`src/rtl/serial_slave_port.sv`:
```
`default_nettype none
// ============================================================================
// Module   : serial_slave_port
// Brief    : Bit-serial bus responder; deserialises address/write data, drives
//            a one-cycle-latency local memory and serialises read data back.
//            Optional split support is built when SSP_SPLIT_EN is defined.
// Revision : 1.0
// ============================================================================
module serial_slave_port #(
   parameter int ADDR_WIDTH = 12,
   parameter int DATA_WIDTH = 8
) (
   input  logic                  clk,
   input  logic                  rst,
   input  logic                  swdata,
   input  logic                  smode,
   input  logic                  mvalid,
   output logic                  srdata,
   output logic                  svalid,
   output logic                  sready,
   output logic                  ssplit,
   input  logic                  split_grant,
   output logic [ADDR_WIDTH-1:0] mem_addr,
   output logic [DATA_WIDTH-1:0] mem_wdata,
   output logic                  mem_wen,
   output logic                  mem_ren,
   input  logic [DATA_WIDTH-1:0] mem_rdata
);

   localparam int c_MAX_W = (ADDR_WIDTH > DATA_WIDTH) ? ADDR_WIDTH : DATA_WIDTH;
   localparam int c_CNT_W = (c_MAX_W > 1) ? $clog2(c_MAX_W) : 1;
   localparam logic [c_CNT_W-1:0] c_ADDR_LAST = c_CNT_W'(ADDR_WIDTH - 1);
   localparam logic [c_CNT_W-1:0] c_DATA_LAST = c_CNT_W'(DATA_WIDTH - 1);

   localparam logic [2:0] c_S_IDLE  = 3'd0;
   localparam logic [2:0] c_S_ADDR  = 3'd1;
   localparam logic [2:0] c_S_WDATA = 3'd2;
   localparam logic [2:0] c_S_MEMWR = 3'd3;
   localparam logic [2:0] c_S_MEMRD = 3'd4;
   localparam logic [2:0] c_S_RWAIT = 3'd5;
`ifdef SSP_SPLIT_EN
   localparam logic [2:0] c_S_SPLIT = 3'd6;
`endif
   localparam logic [2:0] c_S_RDATA = 3'd7;

   logic [2:0]            r_state;
   logic [2:0]            w_next;
   logic [c_CNT_W-1:0]    r_cnt;
   logic                  w_count;
   logic                  r_mode;
   logic [ADDR_WIDTH-1:0] r_addr;
   logic [ADDR_WIDTH-1:0] w_addr_nxt;
   logic [DATA_WIDTH-1:0] r_wdata;
   logic [DATA_WIDTH-1:0] w_wdata_nxt;
   logic [DATA_WIDTH-1:0] r_rbuf;
   logic [DATA_WIDTH-1:0] w_rbuf_nxt;
   logic                  w_srdata_nxt;
   logic                  w_ssplit_nxt;

   assign w_count = (((r_state == c_S_ADDR) || (r_state == c_S_WDATA)) && mvalid)
                    || (r_state == c_S_RDATA);

   // State register; the counter restarts on every state change except the
   // IDLE capture, which has already consumed address bit 0.
   always_ff @(posedge clk) begin
      if (rst) begin
         r_state <= c_S_IDLE;
         r_cnt   <= '0;
      end else begin
         r_state <= w_next;
         if (w_next != r_state)
            r_cnt <= ((r_state == c_S_IDLE) && (w_next == c_S_ADDR)) ? c_CNT_W'(1) : '0;
         else if (w_count)
            r_cnt <= r_cnt + 1'b1;
      end
   end

   always_comb begin
      w_next = r_state;
      case (r_state)
         c_S_IDLE:  if (mvalid)
                       w_next = (ADDR_WIDTH == 1) ? (smode ? c_S_WDATA : c_S_MEMRD) : c_S_ADDR;
         c_S_ADDR:  if (mvalid && (r_cnt == c_ADDR_LAST))
                       w_next = r_mode ? c_S_WDATA : c_S_MEMRD;
         c_S_WDATA: if (mvalid && (r_cnt == c_DATA_LAST))
                       w_next = c_S_MEMWR;
         c_S_MEMWR: w_next = c_S_IDLE;
         c_S_MEMRD: w_next = c_S_RWAIT;
`ifdef SSP_SPLIT_EN
         c_S_RWAIT: w_next = c_S_SPLIT;
         c_S_SPLIT: if (split_grant)
                       w_next = c_S_RDATA;
`else
         c_S_RWAIT: w_next = c_S_RDATA;
`endif
         c_S_RDATA: if (r_cnt == c_DATA_LAST)
                       w_next = c_S_IDLE;
         default:   w_next = c_S_IDLE;
      endcase
   end

   // Shift-position capture written as a compare loop so the counter width
   // never has to match either field's index width.
   always_comb begin
      w_addr_nxt  = r_addr;
      w_wdata_nxt = r_wdata;
      if (mvalid && (r_state == c_S_IDLE))
         w_addr_nxt[0] = swdata;
      for (int i = 0; i < ADDR_WIDTH; i++)
         if (mvalid && (r_state == c_S_ADDR) && (r_cnt == c_CNT_W'(i)))
            w_addr_nxt[i] = swdata;
      for (int i = 0; i < DATA_WIDTH; i++)
         if (mvalid && (r_state == c_S_WDATA) && (r_cnt == c_CNT_W'(i)))
            w_wdata_nxt[i] = swdata;
   end

   // srdata is registered, so it is loaded with the bit for the coming cycle.
   always_comb begin
      w_rbuf_nxt   = (r_state == c_S_RWAIT) ? mem_rdata : r_rbuf;
      w_srdata_nxt = 1'b0;
      if (w_next == c_S_RDATA) begin
         if (r_state != c_S_RDATA)
            w_srdata_nxt = w_rbuf_nxt[0];
         else
            for (int i = 1; i < DATA_WIDTH; i++)
               if (r_cnt == c_CNT_W'(i - 1))
                  w_srdata_nxt = r_rbuf[i];
      end
   end

`ifdef SSP_SPLIT_EN
   assign w_ssplit_nxt = (r_state == c_S_RWAIT);
`else
   logic w_unused_split_grant;
   assign w_unused_split_grant = split_grant;
   assign w_ssplit_nxt         = 1'b0;
`endif

   always_ff @(posedge clk) begin
      if (rst) begin
         r_mode    <= 1'b0;
         r_addr    <= '0;
         r_wdata   <= '0;
         r_rbuf    <= '0;
         srdata    <= 1'b0;
         svalid    <= 1'b0;
         sready    <= 1'b0;
         ssplit    <= 1'b0;
         mem_wen   <= 1'b0;
         mem_ren   <= 1'b0;
         mem_addr  <= '0;
         mem_wdata <= '0;
      end else begin
         if ((r_state == c_S_IDLE) && mvalid)
            r_mode <= smode;
         r_addr  <= w_addr_nxt;
         r_wdata <= w_wdata_nxt;
         r_rbuf  <= w_rbuf_nxt;
         srdata  <= w_srdata_nxt;
         svalid  <= (w_next == c_S_RDATA);
         sready  <= (w_next == c_S_IDLE);
         ssplit  <= w_ssplit_nxt;
         mem_wen <= (w_next == c_S_MEMWR);
         mem_ren <= (w_next == c_S_MEMRD);
         if ((w_next == c_S_MEMWR) || (w_next == c_S_MEMRD))
            mem_addr <= w_addr_nxt;
         if (w_next == c_S_MEMWR)
            mem_wdata <= w_wdata_nxt;
      end
   end

endmodule
`default_nettype wire

```
`config.mk`:
```
export PLATFORM = sky130hd
export DESIGN_NAME = serial_slave_port
export DESIGN_NICKNAME = d
export VERILOG_FILES = /design/src/rtl/serial_slave_port.sv
export SDC_FILE = /design/constraint.sdc
export NUM_CORES = 1
export LEC_CHECK = 0
export CAP_MARGIN = 20
export CORE_UTILIZATION = 55
export CTS_BUF_LIST = sky130_fd_sc_hd__clkbuf_16
export DETAILED_ROUTE_END_ITERATION = 6
export PLACE_DENSITY = 0.8
export REMOVE_ABC_BUFFERS = 1
export SLEW_MARGIN = 25
export SYNTH_ARGS = -nofsm -noshare
export SYNTH_HDL_FRONTEND = slang
export SYNTH_SLANG_ARGS = --single-unit
```
`constraint.sdc`:
```
create_clock -name clk -period 4.6 [get_ports clk]
set_input_delay 0.46 -clock clk [delete_from_list [all_inputs] [get_ports clk]]
set_output_delay 0.46 -clock clk [all_outputs]
set_load 0.02 [all_outputs]
```
==> flow_metrics.py <==
metrics = {
    "status": {
        "status": "completed",
    },
    "worst_hold_path": {
        "worstHoldStart": "r_rbuf[6]",
        "hold_path.class": "register to register",
    },
    "worst_setup_path": {
        "timing.critical_path.fanout_max": 14,
        "critical_path_buf_inv_count": 0,
        "crit_arrival_ns": 2.80,
        "slowest_stage": "nor4b_4",
        "crit_required_ns": 4.79,
        "startpoint": "r_cnt[0]",
        "crit_family": "simple AND/OR/NAND/NOR gates",
        "worst_setup_path_start_kind": "register",
        "critical_path_class": "register to register",
        "cp_slowest_stage_delay_ns": 0.74,
        "cp-end-kind": "register",
        "critical_path.cell_chain": "ha_1, nand4b_1, nor4b_4, or2_4, a211oi_1",
        "regToRegStartpoint": "r_cnt[0]",
    },
    "yosys": {
        "syn_inst": 325,
        "ys_seq_area_share_pct": 40.9,
        "synth.distinct_cells": 52,
        "async_flop_share_pct": 0,
        "ys_ff_latch": 60,
        "syn-cell-area_um2": 2930,
        "synth_ff_type": "dfxtp_1",
        "syn_area_per_cell_um2": 9.03,
        "yosys_warnings": 0,
        "synth_edf_count": 0,
    },
    "timing": {
        "rsz0062_at_grt": "no",
        "timing.hold.ws_ns": 0.460,
        "finalClockSkew_ns": 0.00304,
        "slew_headroom_pct": 42.3,
        "finalCritPeriodShare_pct": 56.8,
        "worst_slew_pin_slew_ns": 0.863,
        "worst_slack_ns": 1.99,
        "hold_viol_final": 0,
        "post-route-min-period_ns": 2.61,
        "setup_tns_ns": 0,
        "maxSlewViolCount": 0,
        "finalSetupViolations": 0,
        "fmax_mhz": 383,
    },
    "pwr": {
        "p_leak_nw": 1.34,
        "vdd_drop_max_mv": 0.306,
        "power_density_nw_per_um2": 346,
        "finalPower_mw": 1.21,
    },
    "placement": {
        "gp_congestion": 0.870,
        "place_area_um2": 3210,
        "dp_worst_setup_slack_ns": 1.82,
        "port_buffers": 37,
        "dp_hpwl_mm": 3.88,
        "dpl.cell_count": 402,
    },
    "clock_network": {
        "clock_latency_ns": 0.32,
        "clock-sinks": 60,
        "htree_levels": 3,
        "cts_buffer_depth": 2,
        "cts_tree": "built",
        "cts_resized": 0,
        "cts_buffers": 9,
        "cts-root-buf": "clkbuf_16",
        "cts_hold_buf": 0,
        "clk_pin_slew_ns": 0.05,
        "postCtsSetupBuffers": 0,
    },
    "cells_and_area": {
        "num-nets-final": 361,
        "stdcell_area_um2": 3490,
        "area_delta_synth_final_pct": 18.9,
        "layout-drive-gt1-share_pct": 10.1,
        "multi_input_area_um2": 1530,
        "fillCellCount": 443,
        "fin_cells": 417,
        "regArea_um2": 1200,
        "post-route-util_pct": 68.3,
        "antenna_cells": 0,
    },
    "floorplan": {
        "die_w_um": 75.0,
        "die_area_um2": 5630,
        "fp.dieH_um": 75.0,
        "num_rows": 26,
        "ios": 40,
        "core_area_um2": 5110,
        "start_util_pct": 57.4,
    },
    "grt": {
        "grt_max_degree": 33,
        "grt_overflow_total": 0,
        "antenna_found_initial": 0,
        "grt_pass1_vias": 2168,
        "grt_pass1_wl_mm": 9.60,
        "grt_usage_pct": 23.0,
    },
    "route": {
        "vias": 2334,
        "wl_mm": 5.87,
        "first_pass_iters": 4,
        "wl_per_cell_um": 14.1,
        "viasPerCell": 5.60,
        "drtIter0Drc": 164,
        "drc_errors": 0,
        "postRouteAntennaNets": 0,
    },
    "job": {
        "cap_violations": 0,
    },
}
==> layer usage <==
layer / GRT usage [%] / wire, um / vias to the layer above
met4: 9.85 / 148 / 0
met5: 0 / 0 / -
li1: - / - / 1177
met1: 27.3 / 2760 / 1097
met3: 6.83 / 230 / 12
met2: 38.5 / 2720 / 48
==> cell families (layout without fill, tap and decap cells) <==
group	after synthesis	in the layout	synth area share [%]
muxes	26	26	8.87
AOI/OAI and AO/OA	57	57	15.0
adders and majority gates	4	4	1.71
and+or+nand+nor	137	137	25.5
other	1	1	0.128
xor gates and xnor gates	2	2	0.597
buffers and inverters	38	60	7.25
DFF	60	60	40.9
==> worst register-to-register path, stage by stage, from the launching register on <==
cell	delay, ns
dfxtp_1	0.48
ha_1	0.50
nand4b_1	0.29
nor4b_4	0.74
or2_4	0.36
a211oi_1	0.10
==> registers in the layout (all words and copies together), names as in the netlist <==
name	cells
r_state	3
r_rbuf	8
sready	1
srdata	1
r_cnt	4
r_addr	12
mem_wdata	8
r_mode	1
r_wdata	7
mem_addr	12
mem_ren	1
mem_wen	1
svalid	1
==> power breakdown <==
group / internal [mW] / total, mW / switching [mW] / leakage (nW)
Sequential: 0.525 / 0.532 / 0.00717 / 0.484
Clock: 0.404 / 0.612 / 0.207 / 0.140
Combinational: 0.0272 / 0.0636 / 0.0364 / 0.711
Total: 0.956 / 1.21 / 0.251 / 1.34
==> Yosys cell counts, types with 3 or more instances <==
cell type	count	area [um2]
buf_2	8	40.0
buf_4	4	30.0
ha_1	4	50.1
a21oi_1	19	95.1
buf_6	6	67.6
clkbuf_1	13	48.8
nor2b_1	9	56.3
inv_1	7	26.3
dfxtp_1	60	1200
nor2_1	31	116
nor3_1	16	80.1
o21ai_0	5	25.0
a211oi_1	7	52.6
mux2i_1	26	260
a211oi_2	12	150
nand2_1	29	109
nand2b_1	3	18.8
nand3b_1	3	22.5
nand3_1	24	120
==> cell type report <==
| cell class | instances | area share, % |
|---|---|---|
| timing repair buffer | 38 | 10.7 |
| inverter | 7 | 0.753 |
| tap | 70 | 2.51 |
| clock buffer | 9 | 6.46 |
| multi-input combinational | 227 | 43.8 |
| clock inverter | 6 | 1.40 |
| sequential | 60 | 34.4 |
==> cell usage in the layout, fill, tap and decap left out, types with 2 or more instances in the layout <==
master / synthesis / final
nand3_1: 24 / 24
nand4b_1: 2 / 2
a211oi_2: 12 / 12
nand2_1: 29 / 29
ha_1: 4 / 4
dfxtp_1: 60 / 60
nand3b_1: 3 / 3
a41oi_1: 2 / 2
inv_1: 7 / 9
nand2b_1: 3 / 3
clkdlybuf4s50_1: 0 / 36
clkinv_1: 0 / 3
nor3_1: 16 / 16
o21ai_0: 5 / 5
nor2b_1: 9 / 9
mux2i_1: 26 / 26
nor2_1: 31 / 31
nor2_2: 2 / 2
and2_1: 2 / 2
a21oi_1: 19 / 19
clkbuf_16: 0 / 9
o211ai_1: 2 / 2
a211oi_1: 7 / 7
and3_1: 2 / 2
==> path summary, 6_finish.rpt <==
kind                 endpoint  slack, ns  cells past startpoint
setup reg to reg  mem_addr[8]       1.99                      5
hold / removal      r_rbuf[6]       0.46                      2
setup / recovery  mem_addr[8]       1.99                      5
hold reg to reg     r_rbuf[6]       0.46                      2
(Power assumes the default switching activity.)
